==> src/rtl/x_pll_seq_if.sv <==
// Bus between the PLL lock sequencer and its surroundings.
// The statistics ports exist only when X_PLL_SEQ_STATS_EN is defined.
interface x_pll_seq_if;
  logic       i_en;
  logic       i_pll_lock;
  logic       o_pll_nrst;
  logic       o_sys_rst;
  logic       o_ready;
  logic       o_fail;
  logic [2:0] o_state;
`ifdef X_PLL_SEQ_STATS_EN
  logic [7:0] o_loss_cnt;
  logic [7:0] o_retry_tot;

  modport master (input i_en, i_pll_lock,
                  output o_pll_nrst, o_sys_rst, o_ready, o_fail, o_state, o_loss_cnt, o_retry_tot);
  modport slave  (output i_en, i_pll_lock,
                  input o_pll_nrst, o_sys_rst, o_ready, o_fail, o_state, o_loss_cnt, o_retry_tot);
`else
  modport master (input i_en, i_pll_lock,
                  output o_pll_nrst, o_sys_rst, o_ready, o_fail, o_state);
  modport slave  (output i_en, i_pll_lock,
                  input o_pll_nrst, o_sys_rst, o_ready, o_fail, o_state);
`endif
endinterface

==> src/rtl/x_pll_seq.sv <==
// iCE40 PLL power-up/lock sequencer: RESETB pulse, lock wait with retry, lock qualification.
// Optional lock-loss / timeout statistics counters enabled by X_PLL_SEQ_STATS_EN.
module x_pll_seq #(
  parameter int P_RST_CYCLES    = 16,
  parameter int P_LOCK_TIMEOUT  = 1200,
  parameter int P_STABLE_CYCLES = 64,
  parameter int P_MAX_RETRY     = 3,
  parameter int P_CNT_W         = 16
) (
  input  logic           i_clk,
  input  logic           i_rst,
  x_pll_seq_if.master    pll_io
);

  typedef enum logic [2:0] {
    S_IDLE      = 3'd0,
    S_PLL_RST   = 3'd1,
    S_WAIT_LOCK = 3'd2,
    S_STABLE    = 3'd3,
    S_RUN       = 3'd4,
    S_FAIL      = 3'd5
  } state_e;

  localparam logic [P_CNT_W-1:0] RST_LAST = P_CNT_W'(P_RST_CYCLES - 1);
  localparam logic [P_CNT_W-1:0] TMO_LAST = P_CNT_W'(P_LOCK_TIMEOUT - 1);
  localparam logic [P_CNT_W-1:0] STB_LAST = P_CNT_W'(P_STABLE_CYCLES - 1);
  localparam logic [3:0]         RETRY_MAX = 4'(P_MAX_RETRY);

  state_e             state_q, state_d;
  logic [P_CNT_W-1:0] cnt_q, cnt_d;
  logic [3:0]         retry_q, retry_d;
  logic               lock_meta_q, lock_s_q;
  logic               loss_evt, tmo_evt;

  // LOCK comes straight from the PLL, unrelated to the reference clock
  always_ff @(posedge i_clk) begin
    if (i_rst) begin
      lock_meta_q <= 1'b0;
      lock_s_q    <= 1'b0;
    end else begin
      lock_meta_q <= pll_io.i_pll_lock;
      lock_s_q    <= lock_meta_q;
    end
  end

  always_ff @(posedge i_clk) begin
    if (i_rst) begin
      state_q <= S_IDLE;
      cnt_q   <= '0;
      retry_q <= '0;
    end else begin
      state_q <= state_d;
      cnt_q   <= cnt_d;
      retry_q <= retry_d;
    end
  end

  always_comb begin
    state_d  = state_q;
    cnt_d    = cnt_q;
    retry_d  = retry_q;
    loss_evt = 1'b0;
    tmo_evt  = 1'b0;
    if (!pll_io.i_en) begin
      state_d = S_IDLE;
      cnt_d   = '0;
      retry_d = '0;
    end else begin
      case (state_q)
        S_IDLE: begin
          state_d = S_PLL_RST;
          cnt_d   = '0;
          retry_d = '0;
        end
        S_PLL_RST: begin
          if (cnt_q == RST_LAST) begin
            state_d = S_WAIT_LOCK;
            cnt_d   = '0;
          end else begin
            cnt_d = cnt_q + 1'b1;
          end
        end
        S_WAIT_LOCK: begin
          if (lock_s_q) begin
            state_d = S_STABLE;
            cnt_d   = '0;
          end else if (cnt_q == TMO_LAST) begin
            tmo_evt = 1'b1;
            retry_d = retry_q + 4'd1;
            cnt_d   = '0;
            state_d = (retry_q + 4'd1 == RETRY_MAX) ? S_FAIL : S_PLL_RST;
          end else begin
            cnt_d = cnt_q + 1'b1;
          end
        end
        S_STABLE: begin
          // A dropout restarts the lock window without burning a retry
          if (!lock_s_q) begin
            state_d = S_WAIT_LOCK;
            cnt_d   = '0;
          end else if (cnt_q == STB_LAST) begin
            state_d = S_RUN;
            cnt_d   = '0;
          end else begin
            cnt_d = cnt_q + 1'b1;
          end
        end
        S_RUN: begin
          if (!lock_s_q) begin
            loss_evt = 1'b1;
            state_d  = S_PLL_RST;
            cnt_d    = '0;
            retry_d  = '0;
          end
        end
        S_FAIL: state_d = S_FAIL;
        default: begin
          state_d = S_IDLE;
          cnt_d   = '0;
          retry_d = '0;
        end
      endcase
    end
  end

  assign pll_io.o_pll_nrst = (state_q == S_WAIT_LOCK) || (state_q == S_STABLE) || (state_q == S_RUN);
  assign pll_io.o_sys_rst  = (state_q != S_RUN);
  assign pll_io.o_ready    = (state_q == S_RUN);
  assign pll_io.o_fail     = (state_q == S_FAIL);
  assign pll_io.o_state    = state_q;

`ifdef X_PLL_SEQ_STATS_EN
  logic [7:0] loss_cnt_q, retry_tot_q;

  // Only i_rst clears the statistics so they survive an enable cycle
  always_ff @(posedge i_clk) begin
    if (i_rst) begin
      loss_cnt_q  <= '0;
      retry_tot_q <= '0;
    end else begin
      if (loss_evt && loss_cnt_q != 8'hFF)  loss_cnt_q  <= loss_cnt_q + 8'd1;
      if (tmo_evt && retry_tot_q != 8'hFF)  retry_tot_q <= retry_tot_q + 8'd1;
    end
  end

  assign pll_io.o_loss_cnt  = loss_cnt_q;
  assign pll_io.o_retry_tot = retry_tot_q;
`else
  logic unused_evt;
  assign unused_evt = loss_evt ^ tmo_evt;
`endif

endmodule

==> src/flat_wrapper.sv <==
// flat-port wrapper written by rule: the top's interface ports become plain ports
module x_pll_seq_flat 
#(
  parameter int P_RST_CYCLES    = 16,
  parameter int P_LOCK_TIMEOUT  = 1200,
  parameter int P_STABLE_CYCLES = 64,
  parameter int P_MAX_RETRY     = 3,
  parameter int P_CNT_W         = 16
)
  (i_clk, i_rst, pll_io_i_en, pll_io_i_pll_lock, pll_io_o_pll_nrst, pll_io_o_sys_rst, pll_io_o_ready, pll_io_o_fail, pll_io_o_state);
  x_pll_seq_if pll_io_i ();
  input  logic i_clk;
  input  logic i_rst;
  input wire logic [$bits(pll_io_i.i_en)-1:0] pll_io_i_en;
  input wire logic [$bits(pll_io_i.i_pll_lock)-1:0] pll_io_i_pll_lock;
  output wire logic [$bits(pll_io_i.o_pll_nrst)-1:0] pll_io_o_pll_nrst;
  output wire logic [$bits(pll_io_i.o_sys_rst)-1:0] pll_io_o_sys_rst;
  output wire logic [$bits(pll_io_i.o_ready)-1:0] pll_io_o_ready;
  output wire logic [$bits(pll_io_i.o_fail)-1:0] pll_io_o_fail;
  output wire logic [$bits(pll_io_i.o_state)-1:0] pll_io_o_state;
  assign pll_io_i.i_en = pll_io_i_en;
  assign pll_io_i.i_pll_lock = pll_io_i_pll_lock;
  assign pll_io_o_pll_nrst = pll_io_i.o_pll_nrst;
  assign pll_io_o_sys_rst = pll_io_i.o_sys_rst;
  assign pll_io_o_ready = pll_io_i.o_ready;
  assign pll_io_o_fail = pll_io_i.o_fail;
  assign pll_io_o_state = pll_io_i.o_state;
  x_pll_seq #(.P_RST_CYCLES(P_RST_CYCLES), .P_LOCK_TIMEOUT(P_LOCK_TIMEOUT), .P_STABLE_CYCLES(P_STABLE_CYCLES), .P_MAX_RETRY(P_MAX_RETRY), .P_CNT_W(P_CNT_W)) u_core (.i_clk(i_clk), .i_rst(i_rst), .pll_io(pll_io_i));
endmodule
==> config.mk <==
export PLATFORM = sky130hd
export DESIGN_NAME = x_pll_seq_flat
export DESIGN_NICKNAME = d
export VERILOG_FILES = /design/src/rtl/x_pll_seq_if.sv /design/src/rtl/x_pll_seq.sv /design/src/flat_wrapper.sv
export SDC_FILE = /design/constraint.sdc
export NUM_CORES = 1
export LEC_CHECK = 0
export BUFFER_PORTS_ARGS = -buffer_cell sky130_fd_sc_hd__buf_2
export CORE_ASPECT_RATIO = 0.7
export CORE_UTILIZATION = 24
export CTS_BUF_LIST = sky130_fd_sc_hd__clkbuf_8
export DETAILED_ROUTE_END_ITERATION = 6
export GPL_TIMING_DRIVEN = 0
export HOLD_SLACK_MARGIN = 0.06
export PLACE_DENSITY_LB_ADDON = 0.15
export SETUP_SLACK_MARGIN = 0.4
export SKIP_CTS_REPAIR_TIMING = 1
export SYNTH_ARGS = -nofsm -noshare
export SYNTH_HDL_FRONTEND = slang
export SYNTH_SLANG_ARGS = --single-unit
==> constraint.sdc <==
create_clock -name i_clk -period 2.65 [get_ports i_clk]
set_clock_uncertainty 0.2 [all_clocks]
set_input_delay 0.53 -clock i_clk [delete_from_list [all_inputs] [get_ports i_clk]]
set_output_delay 0.53 -clock i_clk [all_outputs]
set_load 0.005 [all_outputs]
Yosys cells after proc, flatten, opt, wreduce, memory -nomap -nowiden
Index checks and enable logic that the tools add are counted.
- bitwise operators: 3
- add/subtract/negate cells: 2
- equal/unequal tests: 16
- muxes and demuxes: 19
- reductions and logical operators: 8
- operators by type and width (operator ; number):
    2-to-1 mux 16 bit ; 6
    case mux 16 bit (5 select lines) ; 1
    2-to-1 mux 3 bit ; 7
    case mux 3 bit (6 select lines) ; 1
    adder 16 x 1 -> 16 bit (second input constant) ; 1
    == test 16 x 11 -> 1 bit (second input constant) ; 1
    == test 16 x 4 -> 1 bit (second input constant) ; 1
    == test 16 x 6 -> 1 bit (second input constant) ; 1
    2-to-1 mux 4 bit ; 3
    case mux 4 bit (3 select lines) ; 1
    AND reduction 4 bit ; 2
    == test 3 x 2 -> 1 bit (second input constant) ; 2
    == test 3 bit (second input constant) ; 2
    inequality test 3 bit (second input constant) ; 2
    adder 4 x 1 -> 4 bit (second input constant) ; 1
    == test 4 x 2 -> 1 bit (second input constant) ; 1
    inequality test 2 x 1 -> 1 bit (second input constant) ; 2
    inequality test 2 bit (second input constant) ; 2
    == test 3 x 1 -> 1 bit (second input constant) ; 1
    zero test 3 bit ; 1
    inequality test 3 x 1 -> 1 bit (second input constant) ; 1
    NOT 1 bit ; 3
    OR reduction 3 bit ; 1
    logical OR 1 bit ; 2
    other kinds (2) ; 2
- input bits: 4
- bits in registers: 25
- word-level logic and storage cells: 53
- output and inout port bits: 7

Depth between registers and ports, before layout
- word-level depth: 6
- depth in mapped cells: 8
- gate-level depth less buffers: 6

Worst setup path before layout
Ideal clock, no wire load.
- kind: flip-flop to flip-flop
- start: register u_core.cnt_q[0]
- end: register u_core.cnt_q[0]
- period minus slack after synthesis: 1.984 ns
- cell stages (with the launch flop): 9
- library setup time: 0.115 ns
- arrival: 1.669 ns
- setup slack: 0.666 ns
- data required time: 2.335 ns
- cells stage by stage: dfxtp_1 > ha_1 > and3_1 > nand4_1 > a22o_2 > buf_6 > o31ai_4 > buf_6 > nor2_1
- word-level cells in the longest chain between the ends: 4
- elaborated cells between the ends (all ways): 10
- those cells by class: 1 x add/sub; 3 x eq/ne; 6 x mux
- RTL lines (what ; line ; text):
    start: declaration ; x_pll_seq.sv:30 ; logic [P_CNT_W-1:0] cnt_q, cnt_d;
    start signal: assignment ; x_pll_seq.sv:53 ; cnt_q <= cnt_d;
    adder 16 x 1 -> 16 bit, or another cell as far along ; x_pll_seq.sv:80, x_pll_seq.sv:93, x_pll_seq.sv:105 ;
    2-to-1 mux 16 bit (on tied branches) ; x_pll_seq.sv:101, x_pll_seq.sv:87 ;
    2-to-1 mux 16 bit (on tied branches) ; x_pll_seq.sv:98, x_pll_seq.sv:84 ;
    case mux 16 bit (5 select lines) (*) ; x_pll_seq.sv:69 ; case (state_q)
Mark *: on every way between the ends. The rest lies on a longest branch, timed or not.
A chain may end at the register's enable or synchronous reset.

Worst setup path after layout
- start: register u_core.cnt_q[15]
- end: register u_core.cnt_q[6]
- word-level cells in the longest chain between the ends: 4
- elaborated cells between the ends (all ways): 9
- those cells by class: 3 x eq/ne; 6 x mux
- RTL lines (what ; line):
    == test 16 x 6 -> 1 bit / == test 16 x 11 -> 1 bit (equally long branches) ; x_pll_seq.sv:101, x_pll_seq.sv:87
    2-to-1 mux 16 bit (on tied branches) ; x_pll_seq.sv:101, x_pll_seq.sv:87
    2-to-1 mux 16 bit (on tied branches) ; x_pll_seq.sv:98, x_pll_seq.sv:84
    case mux 16 bit (5 select lines) (*) ; x_pll_seq.sv:69
Marks and branches as above.

==> reports/metrics.yaml <==
timing:
  hold_ws_ns: 0.2519
  fmax_mhz: 460.2
  setup_viol: 0
  hold_viol: 0
  tightest_slew_ns: 0.5607
  timing.final.ws_setup_ns: 0.4771
  max_slew_margin_pct: 62.37
  tns_ns: 0
  fin_crit_ns: 2.173
  period_share_pct: 82.00
  drv_slew: 0
  rsz0062_at_grt: "no"
worst_setup_path:
  cp-start-kind: "flop"
  critPathCaptureType: "flop"
  worstPathMaxFanout: 10
  crit_arrival_ns: 2.15
  required_ns: 2.62
  critPathKind: "reg -> reg"
power_and_ir_drop:
  worst_ir_drop_vdd_mv: 0.1344
  p_leak_nw: 0.5789
  p_int_mw: 0.4937
  sequentialPowerShare_pct: 58.7
  sw_frac_of_total_pct: 23.62
  p_per_area_mw_per_mm2: 396.8
  clkPwrFrac_pct: 36.4
  combPwrFrac_pct: 4.9
  finalPower_mw: 0.6463
  p_sw_mw: 0.1526
place:
  post-dp-hpwl_um: 2702
  place_congestion: 0.7353
  io_buffers: 10
  dpl_cell_area_mm2: 0.001572
  dp_cells: 253
  preCtsSetupSlack_ns: 0.3168
routing:
  final_antenna_net_count: 0
  wl_per_cell_um: 13.87
  postRouteWirelength_um: 3578
  vias_per_cell: 4.810
  route.detailed.drc: 0
  vias: 1241
  first_pass_iters: 4
  drt_iter0_drc: 60
cells_and_area:
  areaGrowthSynthToFinish_pct: 14.11
  stdcell_area_mm2: 0.001629
  layout-drive-gt1-share_pct: 16.39
  antenna_cells: 0
  fin_nets: 191
  instances_no_fill: 258
  final_util_pct: 28.45
synthesis:
  ys_seq_area_share_pct: 35.06
  synth_top_area_share_pct: 35.06
  syn_area_mm2: 0.001428
  ys_warn_count: 0
  syn_nets: 175
  synth.distinct_cells: 41
  synthFlopType: "dfxtp_1"
  yosysTopAreaCell: "dfxtp_1"
  ys_ff_latch: 25
  syn_avg_cell_area_um2: 8.498
  synth_edf_count: 0
  synth_area_leaders: "dfxtp_1 (35%), xnor2_1 (6.1%), nor2_1 (4.7%)"
  ys_async_sr_fraction_pct: 0
  syn_inst: 168
global_route:
  grt_pass1_wl_um: 5747
  grt_usage_pct: 12.18
  grt_max_degree: 14
  grt-ovfl-total: 0
  antenna_found_initial: 0
  grt_pass1_vias: 1166
floorplan:
  placementRows: 23
  die_y_um: 66.53
  die_x_um: 94.19
  die_area_mm2: 0.006266
  core-area_mm2: 0.005727
  start_util_pct: 24.93
  io_pins: 11
cts:
  cts_buffer_depth: 2
  clk_pin_slew_ns: 0.09
  cts_tree: "done"
  htreeDepth: 1
  cts.sinks: 25
  numCtsBuffers: 3
  clock_latency_ns: 0.28
  root_buffer: "clkbuf_8"
min_path:
  holdCritPathClass: "in -> reg"
flow_run:
  drv_cap: 0
run_status:
  outcome: "complete, no violations"
[cells in the final DEF, fill, tap and decap left out, types with 3 or more instances in the layout]
| master | instances |
|---|---|
| dfxtp_1 | 23 |
| a21oi_1 | 6 |
| nor2b_1 | 6 |
| buf_6 | 3 |
| buf_2 | 11 |
| nand2_1 | 16 |
| and3_1 | 4 |
| o21ai_1 | 3 |
| nor3_1 | 8 |
| nand4_1 | 6 |
| nor2_1 | 18 |
| o21ai_0 | 7 |
| ha_1 | 3 |
| nand2b_1 | 5 |
| nand3_1 | 7 |
| xnor2_1 | 10 |
| inv_1 | 5 |
| clkbuf_8 | 3 |
| xor2_1 | 4 |
[state kept, by name, summed over array words and instances, names as in the netlist]
register,flops
u_core.cnt_q,16
u_core.lock_meta_q,1
u_core.lock_s_q,1
u_core.pll_io.o_state,3
u_core.retry_q,4
[area by class of cell]
cell class	count	area (um2)
Clock inverter	1	3.754
Tap cell	75	93.84
Buffer	7	51.30
Fill cell	616	4098
Clock buffer	3	41.29
Timing Repair Buffer	11	57.56
Sequential cell	25	503.0
Multi-Input combinational cell	132	863.3
Inverter	4	15.01
[power groups by stage]
stage / combinational, mW / sequential, mW / clock (mW)
after CTS: 0.0307 / 0.379 / 0.246
after global placement: 0.0304 / 0.388 / 0
final: 0.0314 / 0.380 / 0.235
after detailed placement: 0.0306 / 0.388 / 0
after floorplan: 0.0205 / 0.388 / 0
after global routing: 0.0346 / 0.380 / 0.255
[cell usage after synthesis, types with 2 or more instances]
cell / number
nor4_4: 2
xnor2_1: 10
dfxtp_1: 25
a21oi_1: 6
inv_1: 4
nand2_1: 16
nor4b_1: 2
o21ai_0: 8
o211ai_1: 2
nor2b_1: 6
nand2b_1: 5
and3_1: 5
nand4_1: 6
nor4bb_1: 2
buf_6: 3
and4_2: 2
xor2_1: 4
nand3_1: 7
nor2_1: 18
clkbuf_1: 3
nor3_1: 8
mux2i_1: 2
ha_1: 3
o21ai_1: 2
[worst paths after layout]
check             cells past startpoint  slack [ns]          startpoint              end
setup reg to reg                      7        0.48    u_core.cnt_q[15]  u_core.cnt_q[6]
hold / removal                        2        0.25               i_rst  u_core.lock_s_q
hold reg to reg                       1        0.26  u_core.lock_meta_q  u_core.lock_s_q
setup / recovery                      7        0.48    u_core.cnt_q[15]  u_core.cnt_q[6]
[critical path, stage by stage, from the launching register on]
cell and delay (ns):
dfxtp_1 0.35, nor4_4 0.40, nand4_1 0.18, a22o_2 0.26
buf_6 0.14, o31ai_4 0.28, buf_6 0.19, nor2_1 0.06
[per-layer routing]
metal / part of all wire [%] / up-vias / track usage [%]
met4: 0.81 / 0 / 3.654
met3: 2.7 / 2 / 2.740
met2: 41 / 19 / 17.48
met1: 55 / 587 / 17.80
li1: - / 633 / -
met5: 0 / - / 0
[kinds of logic (layout without fill, tap and decap cells)]
logic type,after synthesis,count (layout),share of synthesized area (%)
adders and majority gates,3,3,2.630
xor gates and xnor gates,14,14,8.588
and+or+nand+nor,86,86,34.62
AOI/OAI and AO/OA,27,27,13.15
muxes,2,2,1.402
DFF,25,25,35.06
buffers and inverters,11,26,4.557
Power figures use the tool's default switching activity.
